<file path="src/rtl/tag_port_rr_ctrl_pkg.sv">
// Shared types and widths for the D$ tag-port round-robin controller.
// Contents: arb_state_e (arbiter FSM states), PERF_CNT_WIDTH, DCACHE_TAG_WIDTH.
package tag_port_rr_ctrl_pkg;

    localparam int unsigned PERF_CNT_WIDTH   = 16;
    localparam int unsigned DCACHE_TAG_WIDTH = 44;

    typedef enum logic [1:0] {
        ARB_IDLE   = 2'd0,
        ARB_WAIT   = 2'd1,
        ARB_LOCKED = 2'd2
    } arb_state_e;

endpackage

</file>
<file path="src/rtl/rr_prio_pick.sv">
// Round-robin priority picker: first set request at or after ptr_i, wrapping.
// Ports: req_i (request vector), ptr_i (start index),
//        oh_o (one-hot winner), idx_o (winner index), valid_o (any request).
module rr_prio_pick #(
    parameter int unsigned NR_PORTS = 3,
    parameter int unsigned IDX_W    = 2
) (
    input  logic [NR_PORTS-1:0] req_i,
    input  logic [IDX_W-1:0]    ptr_i,
    output logic [NR_PORTS-1:0] oh_o,
    output logic [IDX_W-1:0]    idx_o,
    output logic                valid_o
);

    int unsigned cand;

    // Scan NR_PORTS candidates starting at ptr_i; first hit wins.
    always_comb begin
        oh_o    = '0;
        idx_o   = '0;
        valid_o = 1'b0;
        cand    = 0;
        for (int unsigned k = 0; k < NR_PORTS; k++) begin
            cand = (32'(ptr_i) + k) % NR_PORTS;
            if (!valid_o && req_i[IDX_W'(cand)]) begin
                valid_o = 1'b1;
                idx_o   = IDX_W'(cand);
            end
        end
        oh_o[idx_o] = valid_o;
    end

endmodule

</file>
<file path="src/rtl/tag_port_rr_ctrl.sv">
// Round-robin arbiter/sequencer sharing the D$ tag/data port among NR_PORTS
// requesters; holds ownership across locked sequences and returns the late
// tag-compare hit vector to the owning port one cycle after a read accept.
// Ports: clk_i, rst_i (async, active-high), clr_i (sync flush);
//        req_i/lock_i/addr_i/we_i/tag_i per-port inputs; gnt_o, rvalid_o,
//        hit_way_o, multihit_o responses; mem_req_o/mem_gnt_i/mem_addr_o/
//        mem_we_o/mem_tag_i/mem_valid_i memory side; perf_conflict_o counters.
// Build option: define TAG_PORT_RR_PERF_EN to enable the per-port
// lost-arbitration counters; otherwise perf_conflict_o is tied to zero.
module tag_port_rr_ctrl
    import tag_port_rr_ctrl_pkg::*;
#(
    parameter int unsigned NR_PORTS         = 3,
    parameter int unsigned ADDR_WIDTH       = 12,
    parameter int unsigned DCACHE_SET_ASSOC = 8,
    parameter int unsigned TAG_WIDTH        = DCACHE_TAG_WIDTH
) (
    input  logic                                 clk_i,
    input  logic                                 rst_i,
    input  logic                                 clr_i,
    input  logic [NR_PORTS-1:0]                  req_i,
    input  logic [NR_PORTS-1:0]                  lock_i,
    input  logic [NR_PORTS*ADDR_WIDTH-1:0]       addr_i,
    input  logic [NR_PORTS-1:0]                  we_i,
    input  logic [NR_PORTS*TAG_WIDTH-1:0]        tag_i,
    output logic [NR_PORTS-1:0]                  gnt_o,
    output logic [NR_PORTS-1:0]                  rvalid_o,
    output logic [DCACHE_SET_ASSOC-1:0]          hit_way_o,
    output logic                                 multihit_o,
    output logic                                 mem_req_o,
    input  logic                                 mem_gnt_i,
    output logic [ADDR_WIDTH-1:0]                mem_addr_o,
    output logic                                 mem_we_o,
    input  logic [DCACHE_SET_ASSOC*TAG_WIDTH-1:0] mem_tag_i,
    input  logic [DCACHE_SET_ASSOC-1:0]          mem_valid_i,
    output logic [NR_PORTS*PERF_CNT_WIDTH-1:0]   perf_conflict_o
);

    localparam int unsigned IDX_W = (NR_PORTS > 1) ? $clog2(NR_PORTS) : 1;

    arb_state_e       state_q, state_d;
    logic [IDX_W-1:0] rr_ptr_q, rr_ptr_d;
    logic [IDX_W-1:0] hold_id_q, hold_id_d;   // frozen winner (WAIT) or owner (LOCKED)
    logic             rsp_valid_q, rsp_valid_d;
    logic [IDX_W-1:0] rsp_id_q, rsp_id_d;

    logic [NR_PORTS-1:0] pick_oh;
    logic [IDX_W-1:0]    pick_idx;
    logic                pick_valid;
    logic [IDX_W-1:0]    win_id;
    logic                win_req;
    logic                accept;

    logic [ADDR_WIDTH-1:0] addr_arr    [NR_PORTS];
    logic [TAG_WIDTH-1:0]  tag_arr     [NR_PORTS];
    logic [TAG_WIDTH-1:0]  way_tag_arr [DCACHE_SET_ASSOC];

    // Unpack flat per-port / per-way buses.
    for (genvar p = 0; p < NR_PORTS; p++) begin : g_port
        assign addr_arr[p] = addr_i[p*ADDR_WIDTH +: ADDR_WIDTH];
        assign tag_arr[p]  = tag_i[p*TAG_WIDTH +: TAG_WIDTH];
    end
    for (genvar w = 0; w < DCACHE_SET_ASSOC; w++) begin : g_way
        assign way_tag_arr[w] = mem_tag_i[w*TAG_WIDTH +: TAG_WIDTH];
    end

    rr_prio_pick #(
        .NR_PORTS (NR_PORTS),
        .IDX_W    (IDX_W)
    ) u_pick (
        .req_i   (req_i),
        .ptr_i   (rr_ptr_q),
        .oh_o    (pick_oh),
        .idx_o   (pick_idx),
        .valid_o (pick_valid)
    );

    // Arbitration FSM: next state, memory request and grant.
    always_comb begin
        state_d     = state_q;
        rr_ptr_d    = rr_ptr_q;
        hold_id_d   = hold_id_q;
        rsp_valid_d = 1'b0;
        rsp_id_d    = rsp_id_q;
        win_id      = '0;
        win_req     = 1'b0;
        gnt_o       = '0;
        mem_req_o   = 1'b0;
        mem_addr_o  = '0;
        mem_we_o    = 1'b0;

        unique case (state_q)
            ARB_IDLE: begin
                win_id  = pick_idx;
                win_req = pick_valid && (pick_oh != '0);
            end
            ARB_WAIT: begin
                win_id  = hold_id_q;
                win_req = 1'b1;
            end
            ARB_LOCKED: begin
                win_id  = hold_id_q;
                win_req = req_i[hold_id_q];
            end
            default: ;
        endcase

        // A flush suppresses any request in the same cycle.
        if (clr_i) begin
            win_req = 1'b0;
        end
        accept = win_req && mem_gnt_i;

        if (win_req) begin
            mem_req_o  = 1'b1;
            mem_addr_o = addr_arr[win_id];
            mem_we_o   = we_i[win_id];
        end
        if (accept) begin
            gnt_o[win_id] = 1'b1;
        end

        if (accept) begin
            rsp_valid_d = !we_i[win_id];
            rsp_id_d    = win_id;
            if (state_q != ARB_LOCKED) begin
                rr_ptr_d = (win_id == IDX_W'(NR_PORTS - 1)) ? '0 : win_id + IDX_W'(1);
            end
            if (lock_i[win_id]) begin
                state_d   = ARB_LOCKED;
                hold_id_d = win_id;
            end else begin
                state_d = ARB_IDLE;
            end
        end else begin
            unique case (state_q)
                ARB_IDLE: begin
                    if (win_req) begin
                        state_d   = ARB_WAIT;
                        hold_id_d = win_id;
                    end
                end
                ARB_LOCKED: begin
                    if (!req_i[hold_id_q] && !lock_i[hold_id_q]) begin
                        state_d = ARB_IDLE;
                    end
                end
                default: ;
            endcase
        end

        if (clr_i) begin
            state_d     = ARB_IDLE;
            rr_ptr_d    = '0;
            hold_id_d   = '0;
            rsp_valid_d = 1'b0;
            rsp_id_d    = '0;
        end
    end

    // State registers.
    always_ff @(posedge clk_i or posedge rst_i) begin
        if (rst_i) begin
            state_q     <= ARB_IDLE;
            rr_ptr_q    <= '0;
            hold_id_q   <= '0;
            rsp_valid_q <= 1'b0;
            rsp_id_q    <= '0;
        end else begin
            state_q     <= state_d;
            rr_ptr_q    <= rr_ptr_d;
            hold_id_q   <= hold_id_d;
            rsp_valid_q <= rsp_valid_d;
            rsp_id_q    <= rsp_id_d;
        end
    end

    // Late tag compare for the read accepted in the previous cycle.
    always_comb begin
        rvalid_o  = '0;
        hit_way_o = '0;
        if (rsp_valid_q) begin
            rvalid_o[rsp_id_q] = 1'b1;
            for (int unsigned j = 0; j < DCACHE_SET_ASSOC; j++) begin
                hit_way_o[j] = mem_valid_i[j] && (way_tag_arr[j] == tag_arr[rsp_id_q]);
            end
        end
        multihit_o = rsp_valid_q && ($countones(hit_way_o) > 1);
    end

`ifdef TAG_PORT_RR_PERF_EN
    logic [PERF_CNT_WIDTH-1:0] perf_q [NR_PORTS];
    logic [PERF_CNT_WIDTH-1:0] perf_d [NR_PORTS];

    // Saturating count of cycles each port requested but was not granted.
    always_comb begin
        for (int unsigned p = 0; p < NR_PORTS; p++) begin
            perf_d[p] = perf_q[p];
            if (clr_i) begin
                perf_d[p] = '0;
            end else if (req_i[p] && !gnt_o[p] && (perf_q[p] != '1)) begin
                perf_d[p] = perf_q[p] + PERF_CNT_WIDTH'(1);
            end
        end
    end

    always_ff @(posedge clk_i or posedge rst_i) begin
        if (rst_i) begin
            for (int unsigned p = 0; p < NR_PORTS; p++) begin
                perf_q[p] <= '0;
            end
        end else begin
            for (int unsigned p = 0; p < NR_PORTS; p++) begin
                perf_q[p] <= perf_d[p];
            end
        end
    end

    for (genvar p = 0; p < NR_PORTS; p++) begin : g_perf
        assign perf_conflict_o[p*PERF_CNT_WIDTH +: PERF_CNT_WIDTH] = perf_q[p];
    end
`else
    assign perf_conflict_o = '0;
`endif

endmodule

</file>
<file path="config.mk">
export PLATFORM = sky130hd
export DESIGN_NAME = tag_port_rr_ctrl
export DESIGN_NICKNAME = d
export VERILOG_FILES = /design/src/rtl/tag_port_rr_ctrl_pkg.sv /design/src/rtl/rr_prio_pick.sv /design/src/rtl/tag_port_rr_ctrl.sv
export SDC_FILE = /design/constraint.sdc
export NUM_CORES = 1
export LEC_CHECK = 0
export BUFFER_PORTS_ARGS = -buffer_cell sky130_fd_sc_hd__buf_2
export CAP_MARGIN = 20
export CORE_AREA = 4 4 238 240
export CTS_CLUSTER_SIZE = 28
export DETAILED_ROUTE_END_ITERATION = 6
export DIE_AREA = 0 0 242 244
export GPL_TIMING_DRIVEN = 0
export SLEW_MARGIN = 20
export SYNTH_ARGS = -nofsm -noshare
export SYNTH_HDL_FRONTEND = slang
export SYNTH_HIERARCHICAL = 1
export SYNTH_SLANG_ARGS = --single-unit
</file>
<file path="constraint.sdc">
create_clock -name clk_i -period 6.99 [get_ports clk_i]
set_input_delay 0.699 -clock clk_i [delete_from_list [all_inputs] [get_ports clk_i]]
set_output_delay 0.699 -clock clk_i [all_outputs]
set_load 0.02 [all_outputs]
</file>
After elaboration in Yosys (flattened, before gate mapping) --
Cells that the tools add are included. W data, S select, Z words.
Storage, ports and cells: word-level logic and storage cells 142, register bits 9, output and inout port bits 77
Operators by class: order comparisons 13, reductions and logical operators 33, divide/modulo/power cells 3, $add $sub $neg 10, mux-type cells 60, bitwise operators 3, equal/unequal tests 15
Operators with widths (number):
- $eq A44 B44 Y1 | 8
- $bmux W44 S2 | 1
- $mux W44 | 2
- $mod A32 B2 Y32 const B | 2
- $mux W2 | 19
- $mux W12 | 3
- $mod A2 B2 Y32 const B | 1
- $bmux W12 S2 | 1
- $lt A2 B3 Y1 const B | 7
- $mux W1 | 18
- $logic_and A1 B1 Y1 | 17
- $bmux W1 S2 | 7
- $reduce_bool A3 Y1 | 3
- $add A1 B1 Y2 | 4
- $mux W8 | 1
- $ne A4 B4 Y1 const B | 2
- $pmux W2 S2 | 2
- $add A2 B2 Y3 | 2
- $demux W1 S2 | 3
- $ge A2 B1 Y1 const B | 3
- $ge A3 B3 Y1 const B | 2
- $mux W3 | 2
- $not A2 Y3 | 2
- $reduce_and A3 Y1 | 2
- 17 further kinds | 23

Depth between registers and ports, before layout --
word-level depth 23, mapped depth 24, depth with buffers taken out 17

Modules after synthesis --
The synthesis kept the hierarchy.
By module, submodules not included:
- tag_port_rr_ctrl | seq. area each 225.2 sq um, cells an instance 1270, area each 9182.6 sq um, times used 1
- rr_prio_pick | seq. area each 0.0 sq um, cells an instance 41, area each 307.8 sq um, times used 1

Worst setup path after synthesis --
No wires, ideal clock.
path type in2out, start in tag_i[116], end out multihit_o, buffers on the path 0, arrival time 5.673 ns, path slack 0.618 ns, required time 6.291 ns, cell stages on the path 17, path through mux2i_1 -> or2_2 -> a21boi_0 -> a221oi_1 -> o2111ai_1 -> or4_1 -> nor4_1 -> fa_1 -> inv_1 -> fa_1 -> fa_1 -> inv_1 -> ha_1 -> fa_1 -> nand3_1 -> o21a_1 -> o21a_1
Between the ends: cells in the longest elaborated chain, start to end 11, elaborated cells between the ends (all ways) 29, those cells by class 7 x add/sub; 1 x order compare; 8 x eq/ne; 4 x mux; 9 x reduce/logical
Ends and longest elaborated chain:
- start, declared | RTL line tag_port_rr_ctrl.sv:25 | input logic [NR_PORTS*TAG_WIDTH-1:0] tag_i,
- $bmux W44 S2 | RTL line tag_port_rr_ctrl.sv:185 | hit_way_o[j] = mem_valid_i[j] && (way_tag_arr[j] == tag_arr[rsp_id_q]);
- $mux W44 (not written as such) (2 in a row) | RTL line tag_port_rr_ctrl.sv:185
- $eq A44 B44 Y1 | RTL line tag_port_rr_ctrl.sv:185
- $logic_and A1 B1 Y1 | RTL line tag_port_rr_ctrl.sv:185
- $mux W8 | RTL line tag_port_rr_ctrl.sv:182 | if (rsp_valid_q) begin
- named net hit_way_o[1] | RTL line tag_port_rr_ctrl.sv:28 | output logic [DCACHE_SET_ASSOC-1:0] hit_way_o,
- $add A1 B1 Y2 (not written as such) | RTL line tag_port_rr_ctrl.sv:188 | multihit_o = rsp_valid_q && ($countones(hit_way_o) > 1);
- $add A2 B2 Y3 (not written as such) | RTL line tag_port_rr_ctrl.sv:188
- $add A3 B3 Y4 (not written as such) | RTL line tag_port_rr_ctrl.sv:188
- $gt A4 B1 Y1 | RTL line tag_port_rr_ctrl.sv:188
- $logic_and A1 B1 Y1 | RTL line tag_port_rr_ctrl.sv:188
- end, declared | RTL line tag_port_rr_ctrl.sv:29 | output logic multihit_o,
The timed path passes the listed nets, and every way through them passes these cells. The select of a mux whose other input is x is not followed.

Worst setup path after layout --
start reg rsp_id_q[1], end out multihit_o
Between the ends: cells in the longest elaborated chain, start to end 12, elaborated cells between the ends (all ways) 30, those cells by class 7 x add/sub; 1 x order compare; 8 x eq/ne; 4 x mux; 1 x bitwise; 9 x reduce/logical
Ends and longest elaborated chain:
- start, declared | RTL line tag_port_rr_ctrl.sv:45 | logic [IDX_W-1:0] rsp_id_q, rsp_id_d;
- start signal, assigned | RTL line tag_port_rr_ctrl.sv:174 | rsp_id_q <= rsp_id_d;
- $not A2 Y3 (not written as such) * | RTL line tag_port_rr_ctrl.sv:185
- $bmux W44 S2 * | RTL line tag_port_rr_ctrl.sv:185
- $mux W44 (not written as such) * (2 in a row) | RTL line tag_port_rr_ctrl.sv:185
- $eq A44 B44 Y1 | RTL line tag_port_rr_ctrl.sv:185
- $logic_and A1 B1 Y1 | RTL line tag_port_rr_ctrl.sv:185
- $mux W8 * | RTL line tag_port_rr_ctrl.sv:182
- $add A1 B1 Y2 (not written as such) | RTL line tag_port_rr_ctrl.sv:188
- $add A2 B2 Y3 (not written as such) | RTL line tag_port_rr_ctrl.sv:188
- $add A3 B3 Y4 (not written as such) * | RTL line tag_port_rr_ctrl.sv:188
- $gt A4 B1 Y1 * | RTL line tag_port_rr_ctrl.sv:188
- $logic_and A1 B1 Y1 * | RTL line tag_port_rr_ctrl.sv:188
Mark *: on every way between the ends. The rest lies on a longest branch, timed or not. The select of a mux whose other input is x is not followed.

==> results.py <==
metrics = {
    "setup_path": {
        "cp_common_cell": "fa_1",
        "r2r_start": "rr_ptr_q[0]",
        "start_kind": "flop",
        "reg2reg_depth": 13,
        "r2r_slack_ns": 3.05,
        "rr_endpoint": "hold_id_q[1]",
        "worstPathCellList": "buf_6, buf_8, buf_16, buf_12, buf_4, nand3b_1, o21ai_0, xnor2_1, nand4_1, nor4_2, nand4_1, or4_1, fa_1, fa_1, inv_1, ha_1, fa_1, o21a_1, o21a_1, buf_2",
        "worst-path-max-fanout": 10,
        "worstSetupPathType": "flop to output port",
        "end_kind": "output port",
        "crit_path_top_delay_cell": "or4_1",
        "crit_path_max_incr_delay_ns": 0.66,
        "required_ns": 6.29,
        "arrival_ns": 6.25,
    },
    "routing": {
        "drt_wl_total_microns": 98600,
        "vias_per_cell": 5.59,
        "drc": 0,
        "first_pass_iters": 7,
        "antenna_left": 0,
        "wl_per_cell_microns": 36.7,
        "dr_total_vias": 15007,
        "drt_iter0_markers": 2118,
    },
    "synthesis": {
        "synth_seq_area_share_pct": 2.37,
        "synth_top_area_cell": "xnor2_1",
        "ys_types": 85,
        "synth_most_common_cell": "xnor2_1",
        "synth_area_sq_um": 9490,
        "syn_area_per_cell_sq_um": 7.24,
        "synth-async-reset-ratio_pct": 100,
        "synth.area.top_cells": "xnor2_1 15%, xor2_1 8.2%, o22ai_1 5.8%",
        "ys.flop_type": "dfrtp_1",
        "synth_edf_count": 0,
        "netlist_instances": 1311,
        "synth_commonest_cells": "163 x xnor2_1, 103 x nor2_1, 89 x xor2_1",
        "ys_seq_elements": 9,
        "synth_top_area_share_pct": 15.0,
        "yosysWarnings": 6,
    },
    "placement": {
        "port_buffers": 562,
        "dpl.hpwl_microns": 82500,
        "globalplace.congestion": 1.07,
    },
    "pwr": {
        "p_switching_mw": 2.37,
        "power_mw": 3.68,
        "power_density_nw_per_um2": 259,
        "comb_power_share_pct": 95.0,
        "p_leak_nw": 6.13,
        "clockPowerShare_pct": 2.7,
        "netSwitchingFraction_pct": 64.5,
        "internal-power_mw": 1.31,
        "vdd_drop_max_mv": 0.146,
        "seq_power_share_pct": 2.3,
    },
    "global_route": {
        "grt_pass1_wl_microns": 128000,
        "antenna_found_initial": 73,
        "grt_max_degree": 11,
        "track_usage_pct": 31.2,
        "gr-total-overflow": 0,
        "grt_pass1_vias": 14278,
    },
    "sta": {
        "period_minus_slack_ns": 6.95,
        "drv_slew": 0,
        "setup_viol": 0,
        "fmax_ghz": 0.144,
        "holdWs_ns": 0.442,
        "setup-tns-final_ns": 0,
        "fin_crit_sh_pct": 99.5,
        "final_hold_viol_count": 0,
        "worstMarginPinSlew_ns": 1.04,
        "fin_skew_ns": 0.000764,
        "slew_headroom_pct": 30.7,
    },
    "run": {
        "maxCapViolCount": 0,
    },
    "cells_and_area": {
        "syn2layout_area_growth_pct": 50.0,
        "multi_input_area_sq_um": 8900,
        "nNetsFinal": 2498,
        "drive_gt1_share_pct": 40.4,
        "fillCellCount": 6246,
        "layout.area.seq_sq_um": 225,
    },
    "floorplanning": {
        "core-area_sq_um": 54700,
        "die_w_microns": 242,
        "dieArea_sq_um": 59000,
        "num_rows": 86,
        "num_io_pins": 618,
        "die_h_microns": 244,
        "initial_core_util_pct": 17.4,
    },
    "run_status": {
        "status": "finished, final reports clean",
    },
    "clock_tree": {
        "numCtsBuffers": 3,
        "cts_tree": "built",
        "cts_hold_buf": 0,
        "cts_sinks": 9,
        "htreeDepth": 1,
        "root_buffer": "clkbuf_16",
        "path_clk_slew_ns": 0.04,
        "max-clock-path-buffers": 2,
        "clk_latency_ns": 0.23,
    },
    "min_path": {
        "hold_class": "input port to async pin",
    },
}
per-layer routing:
| layer | global-route usage [%] | vias up | routed length [microns] |
|---|---|---|---|
| met3 | 15.3 | 390 | 14900 |
| met4 | 15.6 | 52 | 6560 |
| met1 | 35.8 | 7010 | 34800 |
| met2 | 48.4 | 1341 | 41900 |
| met5 | 0 | - | 358 |
| li1 | - | 6214 | - |
per-stage QoR:
stage	cells	area (sq um)	setup WS (ns)	util, %
3_5_place_dp	2627	13500	-0.669	24.6
2_1_floorplan	1358	9670	0.618	-
4_1_cts	2638	13900	0.00729	25.4
5_1_grt	2658	14200	-0.0133	25.9
6_report	2686	14200	0.0367	26.0
3_3_place_gp	2624	13400	-0.911	24.4
how the worst max path moves through the flow:
| stage | startpoint | endpoint | slack, ns | depth (start not counted) |
|---|---|---|---|---|
| after global placement | rsp_id_q[1] | multihit_o | -0.91 | 21 |
| after floorplan | tag_i[116] | multihit_o | 0.62 | 17 |
| after detailed placement | rsp_id_q[1] | multihit_o | -0.67 | 21 |
| after CTS | rsp_id_q[1] | multihit_o | 0.007 | 21 |
| final | rsp_id_q[1] | multihit_o | 0.04 | 20 |
| after global routing | rsp_id_q[1] | multihit_o | -0.01 | 21 |
power groups by stage:
stage	sequential [mW]	clock, mW	combinational (mW)
after floorplan	0.0783	0	1.77
after global placement	0.0842	0	3.14
after detailed placement	0.0847	0	3.16
final	0.0844	0.0989	3.50
after CTS	0.0841	0.102	3.28
after global routing	0.0866	0.106	3.55
what timing repair did:
action,4_1_cts,5_1_grt
endpoints found under the setup margin,1,1
pin swaps,4,4
setup buffers,9,8
resized for setup,60,38
placed cells by master, fill, tap and decap left out, types with 11 or more instances in the layout:
| cell type | instances |
|---|---|
| buf_2 | 569 |
| xnor2_1 | 163 |
| nor2_1 | 103 |
| xor2_1 | 89 |
| o22ai_1 | 85 |
| buf_4 | 71 |
| inv_1 | 64 |
| a21oi_1 | 51 |
| conb_1 | 48 |
| o21ai_0 | 46 |
| diode_2 | 41 |
| nand2_1 | 37 |
| nand4_1 | 36 |
| nor4_1 | 32 |
| a22oi_1 | 28 |
| nor3_1 | 26 |
| a221oi_1 | 26 |
| clkbuf_1 | 25 |
| a31oi_1 | 25 |
| or2_2 | 22 |
| mux2i_1 | 20 |
| nand3_1 | 16 |
| nand2b_1 | 14 |
| mux2i_4 | 14 |
| mux2i_2 | 13 |
| o32ai_1 | 13 |
| clkbuf_4 | 12 |
| and2_1 | 12 |
| nor4bb_1 | 12 |
| o2bb2ai_1 | 11 |
| nand3b_1 | 11 |
| o221ai_1 | 11 |
| ha_1 | 11 |
logic make-up after synthesis:
family / after synthesis / share of synthesized area [%]
AOI/OAI and AO/OA: 425 / 33.2
xor gates and xnor gates: 252 / 23.3
adders and majority gates: 15 / 2.29
buffers and inverters: 182 / 10.1
DFF: 9 / 2.37
muxes: 58 / 7.54
other: 1 / 0.0395
and+or+nand+nor: 369 / 21.2
registers in the layout, summed over array words and instances (netlist names):
signal       count
hold_id_q        2
rr_ptr_q         2
rsp_id_q         2
state_q          2
rsp_valid_q      1
area by class of cell:
type                            count  area share (%)
Tap cell                          704            6.19
Inverter                           67            1.80
Antenna cell                       41           0.721
Multi-Input combinational cell   1167            62.6
Buffer                            112            5.66
Clock buffer                        4           0.554
Sequential cell                     9            1.58
Timing Repair Buffer              582            20.9
worst max-delay path: cells and delay by family (launching register included):
family / cells / cell delay, ns
DFF: 1 / 0.33
AOI/OAI and AO/OA: 3 / 0.66
and+or+nand+nor: 5 / 1.80
adders and majority gates: 4 / 1.62
buffers and inverters: 7 / 1.23
xor gates and xnor gates: 1 / 0.36
Note: power is estimated with default switching activity, not from simulation.
